## config.mk

```make
export PLATFORM = sky130hd
export DESIGN_NAME = uart_tx_arbiter
export DESIGN_NICKNAME = d
export VERILOG_FILES = /design/src/rtl/uart_tx_arbiter.sv
export SDC_FILE = /design/constraint.sdc
export NUM_CORES = 1
export LEC_CHECK = 0
export CAP_MARGIN = 15
export CORE_MARGIN = 4
export CORE_UTILIZATION = 40
export DETAILED_ROUTE_END_ITERATION = 8
export PLACE_DENSITY = 0.76
export SYNTH_ARGS = -nofsm -noshare
export SYNTH_HDL_FRONTEND = slang
export SYNTH_SLANG_ARGS = --single-unit
```

## constraint.sdc

```tcl
create_clock -name CLK -period 2.5 [get_ports CLK]
set_clock_uncertainty 0.15 [all_clocks]
set_input_delay 0.5 -clock CLK [delete_from_list [all_inputs] [get_ports CLK]]
set_output_delay 0.5 -clock CLK [all_outputs]
set_load 0.01 [all_outputs]
```

## src/rtl/uart_tx_arbiter.sv

```systemverilog
// uart_tx_arbiter: round-robin scheduler pacing bytes from NUM_REQ producers into one UART
// transmitter, with message locking. Define UART_ARB_TIMEOUT_EN to build the HOLD lock-release timeout.
module uart_tx_arbiter #(
    parameter int NUM_REQ      = 4,
    parameter int FRAME_CYCLES = 10,
    parameter int TIMEOUT      = 255
) (
    input  logic                       CLK,
    input  logic                       RST,
    input  logic [NUM_REQ-1:0]         req_valid,
    input  logic [8*NUM_REQ-1:0]       req_data,
    input  logic [NUM_REQ-1:0]         req_last,
    output logic [NUM_REQ-1:0]         req_ack,
    output logic                       tx_valid,
    output logic [7:0]                 tx_data,
    output logic [$clog2(NUM_REQ)-1:0] grant_id,
    output logic                       busy,
    output logic                       timeout_flag
);

    localparam int unsigned NR  = NUM_REQ;
    localparam int          IDW = $clog2(NUM_REQ);
    localparam int          CW  = $clog2(FRAME_CYCLES);

    if (NUM_REQ < 2 || NUM_REQ > 8 || FRAME_CYCLES < 2 || TIMEOUT < 1) begin : g_bad_param
        $error("uart_tx_arbiter: parameter out of range");
    end

    typedef enum logic [1:0] {IDLE, SEND, HOLD} state_t;

    state_t             state_q, state_d;
    logic [CW-1:0]      cnt_q, cnt_d;
    logic [IDW-1:0]     rr_q, rr_d;
    logic [IDW-1:0]     grant_q, grant_d;
    logic               lock_q, lock_d;
    logic [NUM_REQ-1:0] ack_q, ack_d;
    logic               tx_valid_q, tx_valid_d;
    logic [7:0]         tx_data_q, tx_data_d;
    logic               busy_q, busy_d;

    logic [NUM_REQ-1:0] valid_eff;
    logic               arb_found;
    logic [IDW-1:0]     arb_idx;
    logic               issue;
    logic [IDW-1:0]     issue_idx;

`ifdef UART_ARB_TIMEOUT_EN
    localparam int HCW = $clog2(TIMEOUT + 1);
    logic [HCW-1:0] hold_q, hold_d;
    logic           tmo_q, tmo_d;
`endif

    function automatic logic [IDW-1:0] wrap_add(input logic [IDW-1:0] base, input int unsigned off);
        int unsigned s;
        s = 32'(base) + off;
        if (s >= NR) s = s - NR;
        return IDW'(s);
    endfunction

    // The requester being acked this cycle has not yet dropped its valid.
    assign valid_eff = req_valid & ~ack_q;

    always_comb begin
        logic [IDW-1:0] cand;
        arb_found = 1'b0;
        arb_idx   = '0;
        cand      = '0;
        for (int unsigned k = 0; k < NR; k++) begin
            cand = wrap_add(rr_q, k);
            if (!arb_found && valid_eff[cand]) begin
                arb_found = 1'b1;
                arb_idx   = cand;
            end
        end
    end

    always_comb begin
        state_d    = state_q;
        cnt_d      = cnt_q;
        rr_d       = rr_q;
        lock_d     = lock_q;
        grant_d    = grant_q;
        ack_d      = '0;
        tx_valid_d = 1'b0;
        tx_data_d  = tx_data_q;
        issue      = 1'b0;
        issue_idx  = grant_q;
`ifdef UART_ARB_TIMEOUT_EN
        hold_d     = hold_q;
        tmo_d      = 1'b0;
`endif

        case (state_q)
            IDLE: begin
                if (arb_found) begin
                    issue     = 1'b1;
                    issue_idx = arb_idx;
                end
            end
            SEND: begin
                if (cnt_q == CW'(FRAME_CYCLES - 1)) begin
                    if (lock_q) begin
                        if (valid_eff[grant_q]) begin
                            issue = 1'b1;
                        end else begin
                            state_d = HOLD;
`ifdef UART_ARB_TIMEOUT_EN
                            hold_d  = '0;
`endif
                        end
                    end else if (arb_found) begin
                        issue     = 1'b1;
                        issue_idx = arb_idx;
                    end else begin
                        state_d = IDLE;
                    end
                end else begin
                    cnt_d = cnt_q + 1'b1;
                end
            end
            HOLD: begin
                if (valid_eff[grant_q]) begin
                    issue = 1'b1;
                end
`ifdef UART_ARB_TIMEOUT_EN
                else if (hold_q == HCW'(TIMEOUT - 1)) begin
                    state_d = IDLE;
                    lock_d  = 1'b0;
                    rr_d    = wrap_add(grant_q, 32'd1);
                    tmo_d   = 1'b1;
                end else begin
                    hold_d = hold_q + 1'b1;
                end
`endif
            end
            default: state_d = IDLE;
        endcase

        // Every issue path shares the same bookkeeping; a last byte completes the message.
        if (issue) begin
            state_d            = SEND;
            cnt_d              = '0;
            tx_valid_d         = 1'b1;
            ack_d[issue_idx]   = 1'b1;
            tx_data_d          = req_data[8*issue_idx +: 8];
            grant_d            = issue_idx;
            if (req_last[issue_idx]) begin
                lock_d = 1'b0;
                rr_d   = wrap_add(issue_idx, 32'd1);
            end else begin
                lock_d = 1'b1;
            end
        end

        busy_d = (state_d != IDLE);
    end

    always_ff @(posedge CLK) begin
        if (RST) begin
            state_q    <= IDLE;
            cnt_q      <= '0;
            rr_q       <= '0;
            grant_q    <= '0;
            lock_q     <= 1'b0;
            ack_q      <= '0;
            tx_valid_q <= 1'b0;
            tx_data_q  <= '0;
            busy_q     <= 1'b0;
        end else begin
            state_q    <= state_d;
            cnt_q      <= cnt_d;
            rr_q       <= rr_d;
            grant_q    <= grant_d;
            lock_q     <= lock_d;
            ack_q      <= ack_d;
            tx_valid_q <= tx_valid_d;
            tx_data_q  <= tx_data_d;
            busy_q     <= busy_d;
        end
    end

`ifdef UART_ARB_TIMEOUT_EN
    always_ff @(posedge CLK) begin
        if (RST) begin
            hold_q <= '0;
            tmo_q  <= 1'b0;
        end else begin
            hold_q <= hold_d;
            tmo_q  <= tmo_d;
        end
    end
    assign timeout_flag = tmo_q;
`else
    assign timeout_flag = 1'b0;
`endif

    assign req_ack  = ack_q;
    assign tx_valid = tx_valid_q;
    assign tx_data  = tx_data_q;
    assign grant_id = grant_q;
    assign busy     = busy_q;

endmodule

```

==> results of run 1 <==
==> state kept, by name (all words and copies together) (netlist names) <==
register,count
grant_id,2
state_q,2
tx_data,8
cnt_q,4
busy,1
lock_q,1
tx_valid,1
req_ack,4
rr_q,2
==> power breakdown <==
group | switching [mW] | leakage (nW) | internal, mW | total [mW]
registers | 0.0398 | 0.206 | 0.438 | 0.477
logic | 0.274 | 0.818 | 0.380 | 0.654
clock network | 0.134 | 0.0217 | 0.113 | 0.246
==> path summary, 6_finish.rpt <==
check	to	slack [ns]	start	depth (start not counted)
worst max-delay path	rr_q[1]	0.06	req_valid[1]	11
worst min-delay path	cnt_q[2]	0.42	cnt_q[2]	2
worst max register to register	rr_q[1]	0.08	cnt_q[1]	13
worst min register to register	cnt_q[2]	0.42	cnt_q[2]	2
==> repair_timing <==
| action | in CTS | in global routing |
|---|---|---|
| resized for setup | 16 | 14 |
| gates cloned | 1 | 0 |
| endpoints found under the setup margin | 15 | 15 |
| buffers inserted | 5 | 3 |
| pin swaps | 3 | 4 |
==> layer usage <==
layer | part of all wire (%) | track usage [%]
met1 | 41 | 21.3
met2 | 51 | 30.2
met3 | 7.7 | 5.89
met4 | 0.62 | 3.97
met5 | 0 | 0
==> cell type report <==
type	instances	area [sq um]	share of cell area, %
clock buffer	3	41.3	1.58
clock inverter	1	7.51	0.287
inverter	7	26.3	1.01
multi-input combinational	121	1100	42.0
sequential	25	502	19.2
tap	48	60.1	2.30
timing repair buffer	91	878	33.6
==> cells in the final DEF (no fill, tap or decap), types with 2 or more instances in the layout <==
cell type	n
a211oi_2	7
clkdlybuf4s50_1	54
a21oi_1	8
ha_1	6
nor2b_4	6
mux2i_1	2
mux2i_4	2
buf_4	28
buf_6	3
mux2_2	7
nor3_2	8
nor2_1	8
and2_1	4
o22ai_1	3
dfxtp_1	24
a31oi_1	2
nand2_2	3
dlygate4sd2_1	3
clkbuf_8	3
nor3_1	7
nand2b_1	5
nor2b_1	8
inv_1	6
o21ai_0	2
o211a_1	2
buf_12	2
o22ai_2	5
==> critical path, cell delays in order <==
cell and delay [ns]:
clkdlybuf4s50_1 0.41, nor2b_4 0.14, nor4_4 0.21, nor2b_4 0.08, buf_6 0.13, mux2i_4 0.19, buf_6 0.15, buf_16 0.13
nand2b_4 0.14, o22ai_2 0.21, mux2i_1 0.20
==> through the flow <==
stage / total power, mW / cell area, sq um / setup TNS (ns)
6_report: 1.38 / 2610 / 0
3_3_place_gp: 1.03 / 2370 / -5.18
3_5_place_dp: 1.04 / 2370 / -5.93
2_1_floorplan: 0.797 / 1600 / 0
4_1_cts: 1.36 / 2530 / 0
5_1_grt: 1.45 / 2610 / -0.205
==> cell families after synthesis <==
| kind of cell | Yosys count |
|---|---|
| multiplexers | 13 |
| flip-flops | 25 |
| buffers and inverters | 17 |
| AO/OA/AOI/OAI | 38 |
| XOR/XNOR | 2 |
| AND/OR/NAND/NOR | 61 |
| adder cells (fa/ha/maj) | 6 |
| other | 1 |
==> flow_metrics.env, run 1 <==
export IMPL_min_period_ns=2.44
export IMPL_dieArea_sq_um=5090
export IMPL_netlist_instances=163
export IMPL_syn_to_final_growth_pct=62.8
export IMPL_drive_above_1_share_pct=35.5
export IMPL_yosysTopAreaCell="dfxtp_1"
export IMPL_synth_compound_area_share_pct=19.3
export IMPL_drt_wl_total_um=4540
export IMPL_htree_num_levels=1
export IMPL_critical_path_class="in -> reg"
export IMPL_io_buffers=57
export IMPL_grt_pass1_wl_um=7330
export IMPL_drt_pass1_iterations=4
export IMPL_rsz0062_at_grt="true"
export IMPL_async_reset_ff_share_pct=0
export IMPL_max_slew_margin_pct=61.0
export IMPL_post_place_cells=284
export IMPL_clock_latency_ns=0.27
export IMPL_drc=0
export IMPL_yosys_area_top_type_share_pct=31.2
export IMPL_syn_cell_area_sq_um=1600
export IMPL_outcome="finished, final reports clean"
export IMPL_grt_usage_pct=17.6
export IMPL_start_kind="input port"
export IMPL_synthDistinctLibCells=51
export IMPL_tightest_slew_ns=0.584
export IMPL_max_freq_mhz=410
export IMPL_place_hpwl_um=3280
export IMPL_place_ws_ns=-0.430
export IMPL_gp_congestion=0.866
export IMPL_wl_per_cell_um=15.3
export IMPL_grt_remaining_overflow=0
export IMPL_grt_max_degree=16
export IMPL_nNetsFinal=297
export IMPL_ant_nets=0
export IMPL_fillers=276
export IMPL_cts_buffer_depth=2
export IMPL_worstSetupEndpointType="register"
export IMPL_diodes=0
export IMPL_num_rows=22
export IMPL_cts_hold_buf=0
export IMPL_critPathRequiredTime_ns=2.56
export IMPL_ys_top_cells_by_count="25 x dfxtp_1, 13 x nor2b_1, 9 x nor2_1"
export IMPL_dieHeight_um=71.3
export IMPL_finalHoldViolations=0
export IMPL_arrival_ns=2.50
export IMPL_coreArea_sq_um=3770
export IMPL_start_util_pct=42.5
export IMPL_yosysSeqAreaShare_pct=31.2
export IMPL_synth_seq_cells=25
export IMPL_synthAdderAreaFrac_pct=4.68
export IMPL_drtIter0Drc=72
export IMPL_die_x_um=71.3
export IMPL_grt_pass1_vias=1597
export IMPL_via_per_inst=5.29
export IMPL_ys_flop_type="dfxtp_1"
export IMPL_yosysMostFrequentCell="dfxtp_1"
export IMPL_fin_ws_ns=0.0592
export IMPL_crit_fanout=8
export IMPL_numCtsBuffers=3
export IMPL_final_cells=296
export IMPL_fin_crit_sh_pct=97.6
export IMPL_max_vdd_ir_drop_uv=341
export IMPL_synth_area_leaders="dfxtp_1 31%, a211oi_2 6.2%, nor2b_1 5.1%"
export IMPL_cts_tree="done"
export IMPL_yosysWarnings=0
export IMPL_cts_root_buf="clkbuf_8"
export IMPL_num_vias=1567
export IMPL_clk_pin_slew_ns=0.09
export IMPL_antenna_found_initial=0
export IMPL_p_per_area_nw_per_um2=528
export IMPL_synth_area_per_cell_sq_um=9.84
export IMPL_yosys_area_share_simple_pct=25.2
export IMPL_synth_xor_area_share_pct=1.09
export IMPL_synth_nets=211
export IMPL_fin_util_pct=69.2
export IMPL_p_leak_nw=1.05
export IMPL_whs_ns=0.419
export IMPL_io_pins=59
export IMPL_min_path_type="reg -> reg"
export IMPL_cap_violations=0
export IMPL_setup_viol_count_final=0
export IMPL_muxShareOfSynthArea_pct=11.2
export IMPL_drv_slew=0
export IMPL_synth_enable_flop_cells=0
export IMPL_synth_top_family_by_area="simple AND/OR/NAND/NOR gates"
export IMPL_cts_sinks=25
Power figures use the tool's default switching activity.
==> run 2: changes to the inputs <==
--- a/config.mk
+++ b/config.mk
@@ -5,7 +5,7 @@
 export SDC_FILE = /design/constraint.sdc
 export NUM_CORES = 1
 export LEC_CHECK = 0
-export CAP_MARGIN = 15
+export CAP_MARGIN = 20
 export CORE_MARGIN = 4
 export CORE_UTILIZATION = 40
 export DETAILED_ROUTE_END_ITERATION = 8
==> results of run 2 <==
The final DEF is identical to that of run 1; final timing and power are the same.
==> RTL change 1, RTL diff (flow settings as in run 2) <==
`tx_data_q` no longer has a reset.
--- a/src/rtl/uart_tx_arbiter.sv
+++ b/src/rtl/uart_tx_arbiter.sv
@@ -165,5 +165,4 @@
             ack_q      <= '0;
             tx_valid_q <= 1'b0;
-            tx_data_q  <= '0;
             busy_q     <= 1'b0;
         end else begin
@@ -175,7 +174,10 @@
             ack_q      <= ack_d;
             tx_valid_q <= tx_valid_d;
-            tx_data_q  <= tx_data_d;
             busy_q     <= busy_d;
         end
+    end
+
+    always_ff @(posedge CLK) begin
+        tx_data_q <= tx_data_d;
     end
 
Behaviour: not the same (a bounded check fails within 4 cycles, from zero or initial values and one cycle with RST high).
==> RTL change 1 against run 2 <==
- non-clock buffer count down 2
- clock power decreased by 4%
- setup slack better by 0.058 ns
- total power down 7.9%
- final area fell by 2.3%
- sequential power up 4.8%
- first-iteration DRC count is 53% higher
- area after synthesis fell by 1.4%
- maximum frequency up 2.4%
- sequential cell count unchanged
- wire length is 6.3% lower
- largest cell class unchanged
==> RTL change 1: results (changes against run 2) <==
[worst_hold_path]
hp-start = rr_q[1]  ; was cnt_q[2]
min_to = rr_q[1]  ; was cnt_q[2]

[worst_setup_path]
slowest_stage = or3_4  ; was clkdlybuf4s50_1
ff2ff_path_depth = 9  ; was 13
r2r_start = req_ack[2]  ; was cnt_q[1]
cp_top_family = simple AND/OR/NAND/NOR gates  ; was buffers and inverters
cp_data_arrival_time_ns = 2.26  ; was 2.50 ns
r2r_setup_slack_ns = 0.16  ; was 0.08 ns
slowest_delay_ns = 0.39  ; was 0.41 ns
endpoint = tx_data[3]  ; was rr_q[1]
r2r_end = req_ack[3]  ; was rr_q[1]

[logic_synthesis]
synth_common_cells = nor2_1 (25), dfxtp_1 (17), a21oi_1 (11), mux2i_1 (10)  ; was dfxtp_1 (25), nor2b_1 (13), nor2_1 (9)
ys_seq_area_share_pct = 36.7  ; was 31.2%
synth_fp_nets = 214  ; was 211
synth_cells = 166  ; was 163
synth_edf_count = 8  ; was 0

[cells_and_area]
layoutNonFillerInstCount = 303  ; was 296
diodes = 0  ; unchanged
drive_gt1_share_pct = 28.6  ; was 35.5%

[global_routing]
grt_pass1_vias = 1538  ; was 1,597
grt_pass1_wl_um = 6870  ; was 7330 um
use_met3_pct = 6.11  ; was 5.89%
global_route.usage.met2_pct = 30.2  ; about the same
gr-usage-met1_pct = 19.0  ; was 21.3%

[status]
status = complete, no violations  ; unchanged

[timing]
fin_ws_ns = 0.117  ; was 0.0592 ns
holdWs_ns = 0.404  ; was 0.419 ns

[detailed_routing]
drt_wl_total_um = 4250  ; was 4540 um
drtIter0Drc = 110  ; was 72
vias_per_cell = 5.10  ; was 5.29

[power_and_ir_drop]
ir_drop_v = 0.000277  ; was 0.000341 V
switchingPower_uw = 378  ; was 448 uW
p_leak_nw = 1.02  ; was 1.05 nW

[clocking]
clk_latency_ns = 0.27  ; about the same
postCtsSetupBuffers = 2  ; was 5
cts_resized = 5  ; was 16

[place]
place_area_um2 = 2380  ; was 2370 um^2
gp_congestion = 0.857  ; was 0.866
post-place-ws_ns = -0.398  ; was -0.430 ns

## RTL change 1: cell types whose count changed after synthesis, moves of 8 or more
cell / change
edfxtp_1: +8
dfxtp_1: -8
mux2i_1: +8
nor3_2: -8
nor2_1: +16
a211oi_2: -8
nor2b_1: -11
## RTL change 1: kinds of logic (layout without fill, tap and decap cells)
logic type	after synthesis	count (layout)	share of synthesized area (%)
adder cells (fa/ha/maj)	6	6	4.75
AO/OA/AOI/OAI	32	32	14.1
XOR/XNOR	3	3	1.66
other	1	1	0.237
flip-flops	25	25	36.7
buffers and inverters	13	101	3.96
AND/OR/NAND/NOR	67	68	25.2
multiplexers	19	19	13.4
## RTL change 1: area by class of cell
type                    instances  area (um^2)
flip-flops and latches         25          581
repair buffers                 89          810
multi-input cells             129         1020
inverters                       8         32.5
clock buffers                   4         45.0
well taps                      48         60.1
fillers                       306         1190
## RTL change 1: metal layers
metal  routed length [um]  share of wire, %
met1                 1770                42
met2                 2050                48
met3                  411               9.7
met4                   20              0.47
met5                    0                 0
## RTL change 1: stage by stage
| step | utilization [%] | total power, mW |
|---|---|---|
| 4_1_cts | 65.5 | 1.24 |
| 2_1_floorplan | - | 0.746 |
| 3_5_place_dp | 63.7 | 0.998 |
| 3_3_place_gp | 63.7 | 0.987 |
| 5_1_grt | 68.1 | 1.34 |
| 6_report | 68.1 | 1.27 |
## RTL change 1: power groups by stage
stage	clock network, mW	registers (mW)	logic (mW)
final	0.237	0.500	0.533
after global routing	0.255	0.505	0.579
after CTS	0.238	0.499	0.504
after detailed placement	0	0.508	0.490
after global placement	0	0.506	0.481
after floorplan	0	0.520	0.227
## RTL change 1: worst register-to-register path, delay by kind of cell (launching register included)
family          cells  cell delay [ns]
compound gates      1             0.39
buf+inv             4             0.61
flops               1             0.39
mux                 1             0.06
simple gates        3             0.64
==> RTL change 2, RTL diff (config.mk and constraints of run 2) <==
Made on the original files. The parameter `FRAME_CYCLES` goes from 10 to 9.
--- a/src/rtl/uart_tx_arbiter.sv
+++ b/src/rtl/uart_tx_arbiter.sv
@@ -3,5 +3,5 @@
 module uart_tx_arbiter #(
     parameter int NUM_REQ      = 4,
-    parameter int FRAME_CYCLES = 10,
+    parameter int FRAME_CYCLES = 9,
     parameter int TIMEOUT      = 255
 ) (
Formal check against the unedited RTL: same outputs for any inputs over 10 cycles, from zero or initial values and one cycle with RST high; that may be too few to reach the edited logic, so the function may still have changed.
==> RTL change 2 against run 2 <==
- setup slack gained 0.040 ns
- die area increased by 0.48%
- final area is 0.24% higher
- cell count is 2.4% lower
- critical endpoint is now tx_data[1]
- wire length is 6.2% lower
- sequential cell count unchanged
- global-route usage decreased by 1.2 points
- largest power group unchanged
- highest routed layer unchanged
- area after synthesis increased by 0.55%
- worst hold slack worse by 0.011 ns
- non-clock buffer count is 8 lower
- total power up 2.5%
==> RTL change 2: results (changes against run 2) <==
[power_and_ir_drop]
power.internal_uw = 956  ; was 930 uW
ir_drop_v = 0.000276  ; was 0.000341 V
p_leak_nw = 1.08  ; was 1.05 nW

[global_routing]
grt_antenna_before_repair = 0  ; unchanged
grt_pass1_wl_um = 6760  ; was 7330 um
track_usage_pct = 16.4  ; was 17.6%
grt_max_degree = 22  ; was 16

[logic_synthesis]
synth_common_cells = dfxtp_1 (25), nor2b_1 (12)  ; was dfxtp_1 (25), nor2b_1 (13), nor2_1 (9)
synth.area.top_cells = dfxtp_1 (31%), a211oi_2 (6.2%), nor3_2 (5.0%), mux2_2 (4.9%), ha_1 (4.7%)  ; was dfxtp_1 (31%), a211oi_2 (6.2%), nor2b_1 (5.1%), nor3_2 (5.0%), mux2_2 (4.9%)
ys_types = 50  ; was 51
synth_fp_nets = 212  ; was 211
async_reset_ff_share_pct = 0  ; unchanged
synth.avg_cell_area_um2 = 9.83  ; was 9.84 um^2
ys_seq_area_share_pct = 31.0  ; was 31.2%

[worst_setup_path]
ff2ff_path_depth = 10  ; was 13
cp_data_arrival_time_ns = 2.41  ; was 2.50 ns
cp_top_family = buffers and inverters  ; unchanged
crit_path_max_fanout = 7  ; was 8
slowest_stage = clkdlybuf4s50_1  ; unchanged
slowest_delay_ns = 0.48  ; was 0.41 ns

[cells_and_area]
final_nets = 290  ; was 297
drive_gt1_share_pct = 34.4  ; was 35.5%
largest_reg_flops = 8  ; unchanged
nFillCells = 299  ; was 276

[place]
post-place-ws_ns = -0.393  ; was -0.430 ns
dpl.hpwl_um = 3030  ; was 3280 um
dp.cells = 283  ; was 284
gp_congestion = 0.758  ; was 0.866

[detailed_routing]
drtIter0Drc = 56  ; was 72
vias_per_cell = 5.17  ; was 5.29
num_vias = 1495  ; was 1,567
wl_per_cell_um = 14.7  ; was 15.3 um

[status]
status = complete, no violations  ; unchanged

[worst_hold_path]
worstHoldPathCells = 2  ; unchanged
hold_class = flip-flop to flip-flop  ; unchanged

[run]
maxCapViolCount = 0  ; unchanged

[clocking]
cts-root-buf = clkbuf_8  ; unchanged
cts_made_buffers = 3  ; unchanged
clkSlewWorstSetupHoldPaths_ns = 0.09  ; about the same
htreeDepth = 1  ; unchanged

-- RTL change 2: metal layers --
layer  vias up  routed length (um)  global-route usage, %
li1        741                   -                      -
met1       704                1760                   18.8
met2        46                2150                   29.2
met3         4                 297                   4.07
met4         0                  55                   6.26
met5         -                   0                      0
-- RTL change 2: area by class of cell --
type / instances / area share [%]
multi-input cells: 121 / 44.1
repair buffers: 83 / 31.4
flip-flops and latches: 25 / 19.2
well taps: 48 / 2.29
clock buffers: 3 / 1.58
inverters: 8 / 1.24
clock inverters: 1 / 0.191
-- RTL change 2: through the flow --
stage	setup TNS (ns)	instance area [um^2]	power, mW
floorplan	0	1610	0.810
global placement	-4.41	2350	1.03
detailed placement	-5.21	2350	1.04
CTS	0	2550	1.38
global route	-0.0112	2620	1.49
finish	0	2620	1.41
-- RTL change 2: path summary, 6_finish.rpt --
path	start	to	slack, ns
max	req_valid[3]	tx_data[1]	0.1
min	cnt_q[2]	cnt_q[2]	0.41
max reg2reg	cnt_q[0]	tx_data[1]	0.11
min reg2reg	cnt_q[2]	cnt_q[2]	0.41
-- RTL change 2: power by group through the flow --
stage / Combinational (mW) / Sequential (mW) / Clock, mW
floorplan: 0.322 / 0.488 / 0
global placement: 0.554 / 0.480 / 0
detailed placement: 0.561 / 0.480 / 0
CTS: 0.654 / 0.476 / 0.246
global route: 0.742 / 0.486 / 0.263
finish: 0.688 / 0.480 / 0.245
-- RTL change 2: cell families (layout without fill, tap and decap cells) --
| group | count (synthesis) | in the layout | synth area share, % |
|---|---|---|---|
| XOR/XNOR | 2 | 2 | 1.09 |
| flip-flops | 25 | 25 | 31.0 |
| multiplexers | 14 | 14 | 11.8 |
| other | 1 | 1 | 0.233 |
| AO/OA/AOI/OAI | 37 | 37 | 18.7 |
| AND/OR/NAND/NOR | 61 | 61 | 25.3 |
| buffers and inverters | 18 | 95 | 7.21 |
| adder cells (fa/ha/maj) | 6 | 6 | 4.65 |
-- RTL change 2: worst register-to-register path, delay by kind of cell, from the launching register on --
kind            cells  cell delay, ns
mux                 2            0.66
compound gates      2            0.24
fa+ha+maj           1            0.14
buf+inv             2            0.27
flops               1            0.34
simple gates        3            0.47
-- RTL change 2: repair_timing --
item	in CTS	in global routing
gates resized for setup	25	16
pin swaps	2	6
setup buffers	2	0
cloned	1	0
setup endpoints to repair	11	12
